--- src/rtl/fpu_wb_bridge.sv ---
// Wishbone slave to FPU register-file bridge with byte-lane read-modify-write,
// bounded wait for the register file's acknowledge, and cycle abort.
//
// state  | meaning
// IDLE   | no transfer; reg-file interface parked at address 0
// RMW_RD | read current word so a partial write can merge byte lanes
// ACCESS | single-cycle reg-file access; write strobe pulses here
// WAIT   | holding address until reg_ack or timeout
// RESP   | one-cycle Wishbone acknowledge with captured data
module fpu_wb_bridge #(
  parameter logic [31:0] BASE_ADDR = 32'h3000_0000,
  parameter logic [31:0] ADDR_SPAN = 32'h30,
  parameter int unsigned TIMEOUT   = 16
) (
  input  logic        clk,
  input  logic        rst_l,
  input  logic        wbs_cyc_i,
  input  logic        wbs_stb_i,
  input  logic        wbs_we_i,
  input  logic [3:0]  wbs_sel_i,
  input  logic [31:0] wbs_adr_i,
  input  logic [31:0] wbs_dat_i,
  output logic        wbs_ack_o,
  output logic [31:0] wbs_dat_o,
  output logic [31:0] reg_addr,
  output logic        reg_wren,
  output logic [31:0] reg_wrdata,
  input  logic        reg_ack,
  input  logic [31:0] reg_rddata
);

  typedef enum logic [2:0] {
    IDLE   = 3'd0,
    RMW_RD = 3'd1,
    ACCESS = 3'd2,
    WAIT   = 3'd3,
    RESP   = 3'd4
  } state_t;

  localparam logic [7:0] CNT_LAST = 8'(TIMEOUT - 1);

  state_t      state;
  logic [31:0] addr_q;
  logic [31:0] wdat_q;
  logic [3:0]  sel_q;
  logic        we_q;
  logic [7:0]  wait_cnt;

  logic        req;
  logic        in_window;
  logic        aligned;
  logic [31:0] lane_mask;
  logic [31:0] merged;
  logic [31:0] ack_data;

  assign req       = wbs_cyc_i & wbs_stb_i;
  assign in_window = (wbs_adr_i >= BASE_ADDR) && ((wbs_adr_i - BASE_ADDR) < ADDR_SPAN);
  assign aligned   = (wbs_adr_i[1:0] == 2'b00);
  assign lane_mask = {{8{sel_q[3]}}, {8{sel_q[2]}}, {8{sel_q[1]}}, {8{sel_q[0]}}};
  assign merged    = (wdat_q & lane_mask) | (reg_rddata & ~lane_mask);
  // Writes acknowledge with zero data; reads return the register contents.
  assign ack_data  = we_q ? 32'h0 : reg_rddata;

  always_ff @(posedge clk) begin
    if (!rst_l) begin
      state      <= IDLE;
      addr_q     <= 32'h0;
      wdat_q     <= 32'h0;
      sel_q      <= 4'h0;
      we_q       <= 1'b0;
      wait_cnt   <= 8'h0;
      wbs_ack_o  <= 1'b0;
      wbs_dat_o  <= 32'h0;
      reg_addr   <= 32'h0;
      reg_wren   <= 1'b0;
      reg_wrdata <= 32'h0;
    end else begin
      wbs_ack_o <= 1'b0;
      wbs_dat_o <= 32'h0;
      reg_wren  <= 1'b0;
      if (state != IDLE && !wbs_cyc_i) begin
        state      <= IDLE;
        reg_addr   <= 32'h0;
        reg_wrdata <= 32'h0;
      end else begin
        case (state)
          IDLE: begin
            if (req) begin
              if (!in_window || !aligned) begin
                state     <= RESP;
                wbs_ack_o <= 1'b1;
              end else begin
                addr_q <= wbs_adr_i;
                wdat_q <= wbs_dat_i;
                sel_q  <= wbs_sel_i;
                we_q   <= wbs_we_i;
                if (wbs_we_i && wbs_sel_i == 4'h0) begin
                  state     <= RESP;
                  wbs_ack_o <= 1'b1;
                end else if (wbs_we_i && wbs_sel_i != 4'hF) begin
                  state    <= RMW_RD;
                  reg_addr <= wbs_adr_i;
                end else begin
                  state      <= ACCESS;
                  reg_addr   <= wbs_adr_i;
                  reg_wren   <= wbs_we_i;
                  reg_wrdata <= wbs_dat_i;
                end
              end
            end
          end
          RMW_RD: begin
            state      <= ACCESS;
            reg_addr   <= addr_q;
            reg_wren   <= 1'b1;
            reg_wrdata <= merged;
            wdat_q     <= merged;
          end
          ACCESS: begin
            wait_cnt <= 8'h0;
            if (reg_ack) begin
              state      <= RESP;
              wbs_ack_o  <= 1'b1;
              wbs_dat_o  <= ack_data;
              reg_addr   <= 32'h0;
              reg_wrdata <= 32'h0;
            end else begin
              state <= WAIT;
            end
          end
          WAIT: begin
            if (reg_ack || wait_cnt == CNT_LAST) begin
              state      <= RESP;
              wbs_ack_o  <= 1'b1;
              wbs_dat_o  <= reg_ack ? ack_data : 32'h0;
              reg_addr   <= 32'h0;
              reg_wrdata <= 32'h0;
            end else begin
              wait_cnt <= wait_cnt + 8'd1;
            end
          end
          RESP: begin
            state <= IDLE;
          end
          default: begin
            state      <= IDLE;
            reg_addr   <= 32'h0;
            reg_wrdata <= 32'h0;
          end
        endcase
      end
    end
  end

endmodule

--- config.mk ---
export PLATFORM = sky130hd
export DESIGN_NAME = fpu_wb_bridge
export DESIGN_NICKNAME = d
export VERILOG_FILES = /design/src/rtl/fpu_wb_bridge.sv
export SDC_FILE = /design/constraint.sdc
export NUM_CORES = 1
export LEC_CHECK = 0
export ABC_AREA = 1
export ABC_CLOCK_PERIOD_IN_PS = 4400
export CORE_MARGIN = 10
export CORE_UTILIZATION = 54
export DETAILED_ROUTE_END_ITERATION = 10
export HOLD_SLACK_MARGIN = 0.06
export PLACE_DENSITY = 0.95
export SLEW_MARGIN = 20
export SYNTH_ARGS = -nofsm -noshare
export SYNTH_HDL_FRONTEND = slang
export SYNTH_SLANG_ARGS = --single-unit
--- constraint.sdc ---
create_clock -name clk -period 4.4 [get_ports clk]
set_input_delay 0.88 -clock clk [delete_from_list [all_inputs] [get_ports clk]]
set_output_delay 0.88 -clock clk [all_outputs]
set_load 0.03 [all_outputs]
# After elaboration in Yosys (flattened, before gate mapping)
# Index checks and enable logic that the tools add are counted.
# word_totals
reg_bits	178
input_bits	106
output_inout_bits	98
elab_cells	97
# op_classes
n_addsub	2
n_lt_le_gt_ge	2
n_eq_ne	13
mux	38
n_bitwise	9
reduce_logical	22
# op_table
operator	n
$mux W32	14
$pmux W32 S5	2
$pmux W32 S2	2
$and A32 B32 Y32	2
$ge A32 B30 Y1 const B	1
$lt A32 B6 Y1 const B	1
$not A32 Y32	1
$or A32 B32 Y32	1
$sub A32 B30 Y32 const B	1
$pmux W8 S2	1
$mux W3	5
$ne A2 B2 Y1 const B	7
$pmux W3 S4	1
$mux W1	9
$add A8 B1 Y8 const B	1
$eq A8 B4 Y1 const B	1
$mux W8	1
$reduce_and A4 Y1	2
$reduce_and A7 Y1	1
$eq A3 B2 Y1 const B	2
$reduce_and A6 Y1	1
$logic_and A1 B1 Y1	4
$logic_not A4 Y1	1
$ne A4 B4 Y1 const B	1
other kinds (16)	23

# Depth between registers and ports, before layout
# Gate-level depths: netlist of run 1.
# depth
word_depth	8
depth_mapped	12

# Worst setup path before layout of run 1
# OpenSTA, ideal clock, no wires.
# synth_path
kind	input to register
start	input port wbs_adr_i[12]
end	register wdat_q[10]
setup_ns	0.132
arrival_ns	1.949
required_time_ns	4.268
path_slack_ns	2.319
stages	10
n_path_buf	2
path_cell_list	nor2_1 -> nand2_1 -> nor2_1 -> nand2_1 -> nor2_4 -> nand3_2 -> buf_4 -> buf_2 -> nand3_1 -> a21oi_1
# synth_via
elab_chain_len	7
elab_cells_between_ends	8
cone_classes	add/sub (1); order compare (2); eq/ne (1); reduce/logical (4)
# synth_lines
item	line_no	rtl
start: declaration	21	input logic [31:0] wbs_adr_i,
$sub A32 B30 Y32	57	assign in_window = (wbs_adr_i >= BASE_ADDR) && ((wbs_adr_i - BASE_ADDR) < ADDR_SPAN);
$lt A32 B6 Y1	57	
$logic_and A1 B1 Y1 (*)	57	
$logic_not A1 Y1 (*)	89	if (!in_window || !aligned) begin
$logic_or A1 B1 Y1 (*)	89	
$ne A2 B2 Y1 (no source line) (*)	n/a	
$reduce_and A4 Y1 (no source line) (*)	n/a	
end signal: assignment	94	wdat_q <= wbs_dat_i;
end signal: assignment	117	wdat_q <= merged;
end: declaration	44	logic [31:0] wdat_q;
# Mark *: on every way between the ends. The rest lies on a longest branch, timed or not.
# A chain may end at the register's enable or synchronous reset.

# Worst setup path after layout of run 1
# layout_path
start	input port wbs_adr_i[12]
end	register wdat_q[20]
# Same word-level chain as after synthesis.

==> run summary, run 1 <==
Critical R2R Launch -> state[1]
post-route total power -> 3.67 mW
worst hold path class -> flip-flop to flip-flop
top-area cell type share of the netlist area -> 0.434
share of cells above drive strength 1 -> 0.0451
Most Frequent Cell on Critical Path -> nand2_1
design area -> 10800 µm²
DRC -> 0
Yosys cell types -> 32
share of flip-flops with an asynchronous set or reset -> 0
Worst EP arrival -> 3.37 ns
multiplexer share of the synthesized area -> 0
clock sinks -> 178
Synth Area in Compound Gates -> 0.127
routed via count -> 8295
Initial DRC Count -> 657
Slew HR -> 0.285
clock buffer depth -> 2
CTS H-tree lvls -> 4
largest net degree at the start of global routing -> 92
Post-CTS Setup Inserts -> 0
vias in the first global route -> 7930
first-pass GRT wire length -> 38900 µm
slowest stage cell, crit path -> nand2_2
crit path cell chain -> clkdlybuf4s50_1, nor2_1, nand2_1, nor2_1, nand2_1, nor2_4, nand3_2, buf_4, nand2_2, nand2_1, a21oi_1
CP startpoint kind -> primary input
capture point of the worst reg-to-reg path -> wdat_q[20]
total gr overflow -> 0
Starting Density -> 0.546
clock buffer count from CTS -> 17
Fin. Hold Viols -> 0
Slew Limit Fails -> 0
cts hold-fix bufs -> 0
antenna-violating nets left -> 0
Cell Rows -> 45
Die H -> 143 µm
Mean Syn Cell Area -> 6.70 µm²
R2R cell count -> 8
RSZ-0062 raised after global routing -> no
Synth area leader -> dfxtp_1
die area -> 20500 µm²
largest family of logic cells by synthesized area -> simple AND/OR/NAND/NOR gates
Multi-input gate area -> 3530 µm²
IO Pins -> 204
Final min period -> 3.02 ns
crit-path max cell delay -> 0.53 ns
maximum vdd drop -> 0.284 mV
Adder-Cell Fraction of Synth Area -> 0.00152
drt via density -> 5.23
Syn Nets -> 1332
antenna violations before repair -> 1
die span in x -> 143 µm
Leak -> 4.86 nW
FF+latch area -> 3560 µm²
WHS Path Cells -> 2
area grow syn2layout -> 31.0%
synth cell count leaders -> nand2_1, inv_1, dfxtp_1
register area share after synthesis -> 0.434
core footprint -> 15000 µm²
Worst-path clk slew -> 0.06 ns
Power Density -> 342 nW/µm²
Root Buffer -> clkbuf_16
gr usage total -> 0.235
Fillers -> 1143
Mapped Cells -> 1225
final period utilization -> 0.687
Final TNS setup -> 0 ns
CTS tree -> built
Worst Max-Slew Pin Slew -> 1.07 ns
Min-Delay Startpoint -> addr_q[28]
global placement routability congestion -> 0.872
Hold Path End -> addr_q[28]
status -> finished clean
cell area after synthesis -> 8210 µm²
Final setup viols -> 0
YS warnings -> 0
Synth Area in XOR/XNOR -> 0.00320
placed cell area -> 10100 µm²
fmax -> 331 MHz
Synth Register Bits -> 178
Worst Path Max Fanout -> 46
EDFF count, synth -> 0
clock skew -> 0.00950 ns
Resized Gates After CTS -> 0
flop2flop setup slack -> 1.65 ns
Worst Setup End Kind -> flip-flop
drt first pass iters -> 5
nets -> 1490
DR WL/cell -> 15.5 µm
CP Data Required Time -> 4.75 ns
IO Port Bufs -> 203
ys flop type -> dfxtp_1
post-detail-place hpwl -> 16900 µm
Skew-Pair Late Insertion Delay -> 0.43 ns
most frequent cell after synthesis -> nand2_1
Crit Path Class -> primary input to flip-flop
Post-Synth Simple-Gate Area -> 0.297
top cells by area, synth -> dfxtp_1, nand2_1, inv_1, nor2_1, o21ai_0
max cap viols -> 0
final WL -> 24500 µm
critical path: cells and delay by family:
kind / cells / cell delay, ns
and+or+nand+nor: 8 / 1.54
buffers and inverters: 2 / 0.73
AOI/OAI and AO/OA: 1 / 0.18
state kept, by name, indices dropped and copies added (netlist names):
signal      count
state           3
reg_wrdata     32
reg_wren        1
we_q            1
wbs_ack_o       1
wait_cnt        8
addr_q         32
sel_q           4
reg_addr       32
wdat_q         32
wbs_dat_o      32
worst max path at each step:
stage	from	to	cells after the start
2_1_floorplan	wbs_adr_i[12]	wdat_q[10]	10
5_1_grt	wbs_adr_i[12]	wdat_q[20]	11
4_1_cts	wbs_adr_i[12]	wdat_q[20]	11
6_report	wbs_adr_i[12]	wdat_q[20]	11
3_3_place_gp	wbs_adr_i[12]	wdat_q[27]	11
3_5_place_dp	wbs_adr_i[12]	wdat_q[6]	11
layout make-up:
cell class / instances / share of cell area
sequential: 178 / 0.331
multi-input combinational: 784 / 0.329
timing repair buffer: 212 / 0.195
inverter: 190 / 0.0665
clock buffer: 21 / 0.0447
tap: 188 / 0.0219
clock inverter: 11 / 0.0117
antenna: 1 / 0.000233
through the flow:
step	hold WS, ns	util	cells	worst slack (ns)
after floorplan	0.425	-	1225	2.32
after global routing	0.474	0.716	1585	1.21
after global placement	0.435	0.675	1552	1.20
after CTS	0.455	0.715	1584	1.44
final	0.454	0.716	1585	1.38
after detailed placement	0.445	0.675	1552	1.06
cell usage in the layout (no fill, tap or decap), types with 2 or more instances in the layout:
| master | netlist | routed |
|---|---|---|
| nand2_4 | 2 | 2 |
| clkbuf_16 | 0 | 17 |
| clkinv_2 | 0 | 2 |
| a32o_1 | 10 | 10 |
| inv_1 | 185 | 184 |
| a21oi_1 | 49 | 49 |
| nand4_1 | 2 | 2 |
| buf_4 | 7 | 9 |
| xor2_1 | 2 | 2 |
| bufinv_16 | 0 | 2 |
| nor2_1 | 173 | 172 |
| a22o_1 | 10 | 10 |
| clkdlybuf4s50_1 | 0 | 203 |
| nor3b_1 | 2 | 2 |
| a31oi_1 | 4 | 4 |
| inv_2 | 4 | 4 |
| inv_6 | 0 | 2 |
| nand2_1 | 288 | 288 |
| nor2_4 | 1 | 2 |
| clkbuf_8 | 0 | 4 |
| clkinvlp_4 | 0 | 4 |
| nand3_2 | 2 | 2 |
| nor2_2 | 3 | 3 |
| dfxtp_1 | 178 | 178 |
| nor3_1 | 40 | 39 |
| nand3_1 | 71 | 71 |
| nand2_2 | 4 | 4 |
| o21ai_1 | 10 | 10 |
| o21ai_0 | 105 | 105 |
routing by layer:
metal  GRT usage  share of wire  vias to the layer above
met1       0.259           0.38                     3768
li1            -              -                     4116
met5           0              0                        -
met4       0.107          0.034                        0
met3      0.0868           0.11                       57
met2       0.397           0.47                      354
logic make-up (layout without fill, tap and decap cells):
family / Yosys count / in the layout
compound gates: 189 / 189
xor+xnor: 3 / 3
fa+ha+maj: 1 / 1
buf+inv: 263 / 434
flops: 178 / 178
other cells: 0 / 1
simple gates: 591 / 591
power by group:
part           total (mW)  switching, mW  internal (mW)
sequential           1.66         0.0164           1.64
clock                1.54          0.643          0.899
combinational       0.472          0.268          0.204
total                3.67          0.928           2.75
(Power assumes the default switching activity.)
==> inputs of run 2 (changes only) <==
ABC_CLOCK_PERIOD_IN_PS = 2800   (was 4400)
CORE_UTILIZATION = 50   (was 54)
PLACE_DENSITY = 0.92   (was 0.95)
clock period = 2.8 ns   (was 4.4 ns; I/O delays follow)
==> run summary, run 2 (synthesized netlist as in run 1, its figures left out) <==
DR WL/cell -> 15.5 µm (about the same)
vias in the first global route -> 8108 (+2.2%)
antenna-violating nets left -> 0 (unchanged)
Critical Path Stages -> 5 (-6)
Post-CTS Setup Inserts -> 0 (unchanged)
Slew HR -> 0.304 (+0.0187)
global placement routability congestion -> 0.876 (+0.54%)
nets -> 1500 (+0.67%)
Final min period -> 2.40 ns
placed cell area -> 10300 µm² (+1.5%)
met3 GRT Util -> 0.0728 (-0.0140)
Starting Density -> 0.513 (-0.0330)
clock buffer depth -> 2 (unchanged)
gr usage total -> 0.224 (-0.0115)
most common cell after layout, fill and taps aside -> nand2_1
drt first pass iters -> 6 (+1)
crit path cell chain -> inv_2, nand3_2, nand2_1, clkinv_1, nor3_1
Skew-Pair Late Insertion Delay -> 0.43 ns (about the same)
CTS H-tree lvls -> 4 (unchanged)
maximum vdd drop -> 0.415 mV (+46%)
setup ws final -> 0.403 ns (-0.974 ns)
Worst Setup End Kind -> flip-flop
Worst Max-Slew Pin Slew -> 1.04 ns (-0.0279 ns)
final period utilization -> 0.856
slowest stage cell, crit path -> clkinv_1
Worst Path Max Fanout -> 32 (-30%)
Root Buffer -> clkbuf_16
first-pass GRT wire length -> 40400 µm (+3.9%)
Placement Setup Slack -> 0.278 ns (-0.780 ns)
CP startpoint kind -> flip-flop
met1 Use GR -> 0.254 (-0.00440)
routed via count -> 8409 (+1.4%)
internal power -> 4.22 mW (+54%)
die area -> 21900 µm² (+6.9%)
Die H -> 148 µm (+3.4%)
clock sinks -> 178 (unchanged)
total gr overflow -> 0 (unchanged)
IO Pins -> 204 (unchanged)
design area -> 10900 µm² (+1.2%)
final core occ -> 0.680 (-0.0352)
final std cells w/o fill -> 1624 (+2.5%)
final WL -> 25100 µm (+2.5%)
Fin. Hold Viols -> 0 (unchanged)
fmax -> 417 MHz
Power Density -> 524 nW/µm² (+54%)
CP Data Required Time -> 3.11 ns (-1.64 ns)
Final TNS setup -> 0 ns (unchanged)
number of cells after detailed placement -> 1590 (+2.4%)
Leak -> 4.92 nW (+1.2%)
DRC -> 0 (unchanged)
worst hold path class -> flip-flop to flip-flop
max cap viols -> 0 (unchanged)
Sw Ratio -> 0.261 (+0.00830)
Worst-path clk slew -> 0.07 ns (about the same)
crit-path max cell delay -> 0.81 ns (+0.28 ns)
Slew Limit Fails -> 0 (unchanged)
post-detail-place hpwl -> 17500 µm (+3.5%)
clock skew -> 0.0115 ns (+0.00202 ns)
power share of the combinational group -> 0.131 (+0.002)
largest net degree at the start of global routing -> 65 (-29%)
WP buf/inv -> 2 (unchanged)
clock buffer count from CTS -> 17 (unchanged)
share of cells above drive strength 1 -> 0.0519 (+0.00679)
CTS tree -> built
status -> finished clean
Resized Gates After CTS -> 0 (unchanged)
core footprint -> 16000 µm² (+6.4%)
antenna violations before repair -> 2 (+1)
RSZ-0062 raised after global routing -> no
Crit path max-delay family -> buffers and inverters
R2R cell count -> 5 (-3)
die span in x -> 148 µm (+3.4%)
Crit Path Class -> flip-flop to flip-flop
grt peak-use layer -> met2
post-route total power -> 5.71 mW (+55%)
Global Route met2 Usage -> 0.381 (-0.0158)
IO Port Bufs -> 203 (unchanged)
Final setup viols -> 0 (unchanged)
net switching power figure -> 1.49 mW (+60%)
most frequent cells in the layout -> nand2_1, clkdlybuf4s50_1, inv_1, dfxtp_1, nor2_1
drt via density -> 5.18 (-1.1%)
power share of the clock group -> 0.412 (-0.008)
Fin Hold WS -> 0.452 ns (-0.00225 ns)
Initial DRC Count -> 577 (-12%)
Cell Rows -> 46 (+2.2%)
Worst EP arrival -> 2.71 ns (-0.66 ns)
WHS Path Cells -> 2 (unchanged)
area grow syn2layout -> 32.6%
cts hold-fix bufs -> 0 (unchanged)
sequential power share -> 0.457 (+0.005)
[run 2: cell count changes in the layout (fill, tap and decap cells not counted)]
cell,delta
buf_4,+7
buf_12,+3
clkinv_4,+2
clkinvlp_4,-2
bufinv_16,-1
clkbuf_8,-1
diode_2,+1
inv_6,+1
inv_8,+1
[run 2: path summary, 6_finish.rpt]
path	end	startpoint	slack (ns)
worst min register to register	addr_q[2]	addr_q[2]	0.45
worst max-delay path	wbs_dat_o[13]	state[2]	0.40
worst min-delay path	addr_q[2]	addr_q[2]	0.45
worst max register to register	wbs_dat_o[13]	state[2]	0.40
[run 2: final cells by class]
| class | instances | area [µm²] |
|---|---|---|
| diodes | 2 | 5.00 |
| clock buffers | 20 | 467 |
| clock inverters | 12 | 119 |
| fillers | 1303 | 5110 |
| inverters | 190 | 716 |
| multi-input cells | 784 | 3530 |
| flip-flops and latches | 178 | 3560 |
| well taps | 216 | 270 |
| repair buffers | 222 | 2210 |
[run 2: power groups by stage]
stage                     combinational, mW  sequential (mW)  clock (mW)
final                                 0.748             2.61        2.35
after global routing                  0.820             2.61        2.50
after CTS                             0.748             2.61        2.39
after detailed placement              0.740             2.67           0
after global placement                0.727             2.66           0
after floorplan                       0.308             2.76           0
[run 2: worst register-to-register path, delay by kind of cell, from the launching register on]
family | cells | cell delay (ns)
AND/OR/NAND/NOR | 3 | 0.89
buffers and inverters | 2 | 1.06
flip-flops | 1 | 0.35
[run 2: layer usage]
metal | wire length, µm | up-vias
met4 | 678 | 0
met2 | 12000 | 392
met5 | 0 | -
met3 | 2580 | 46
li1 | - | 4143
met1 | 9900 | 3828
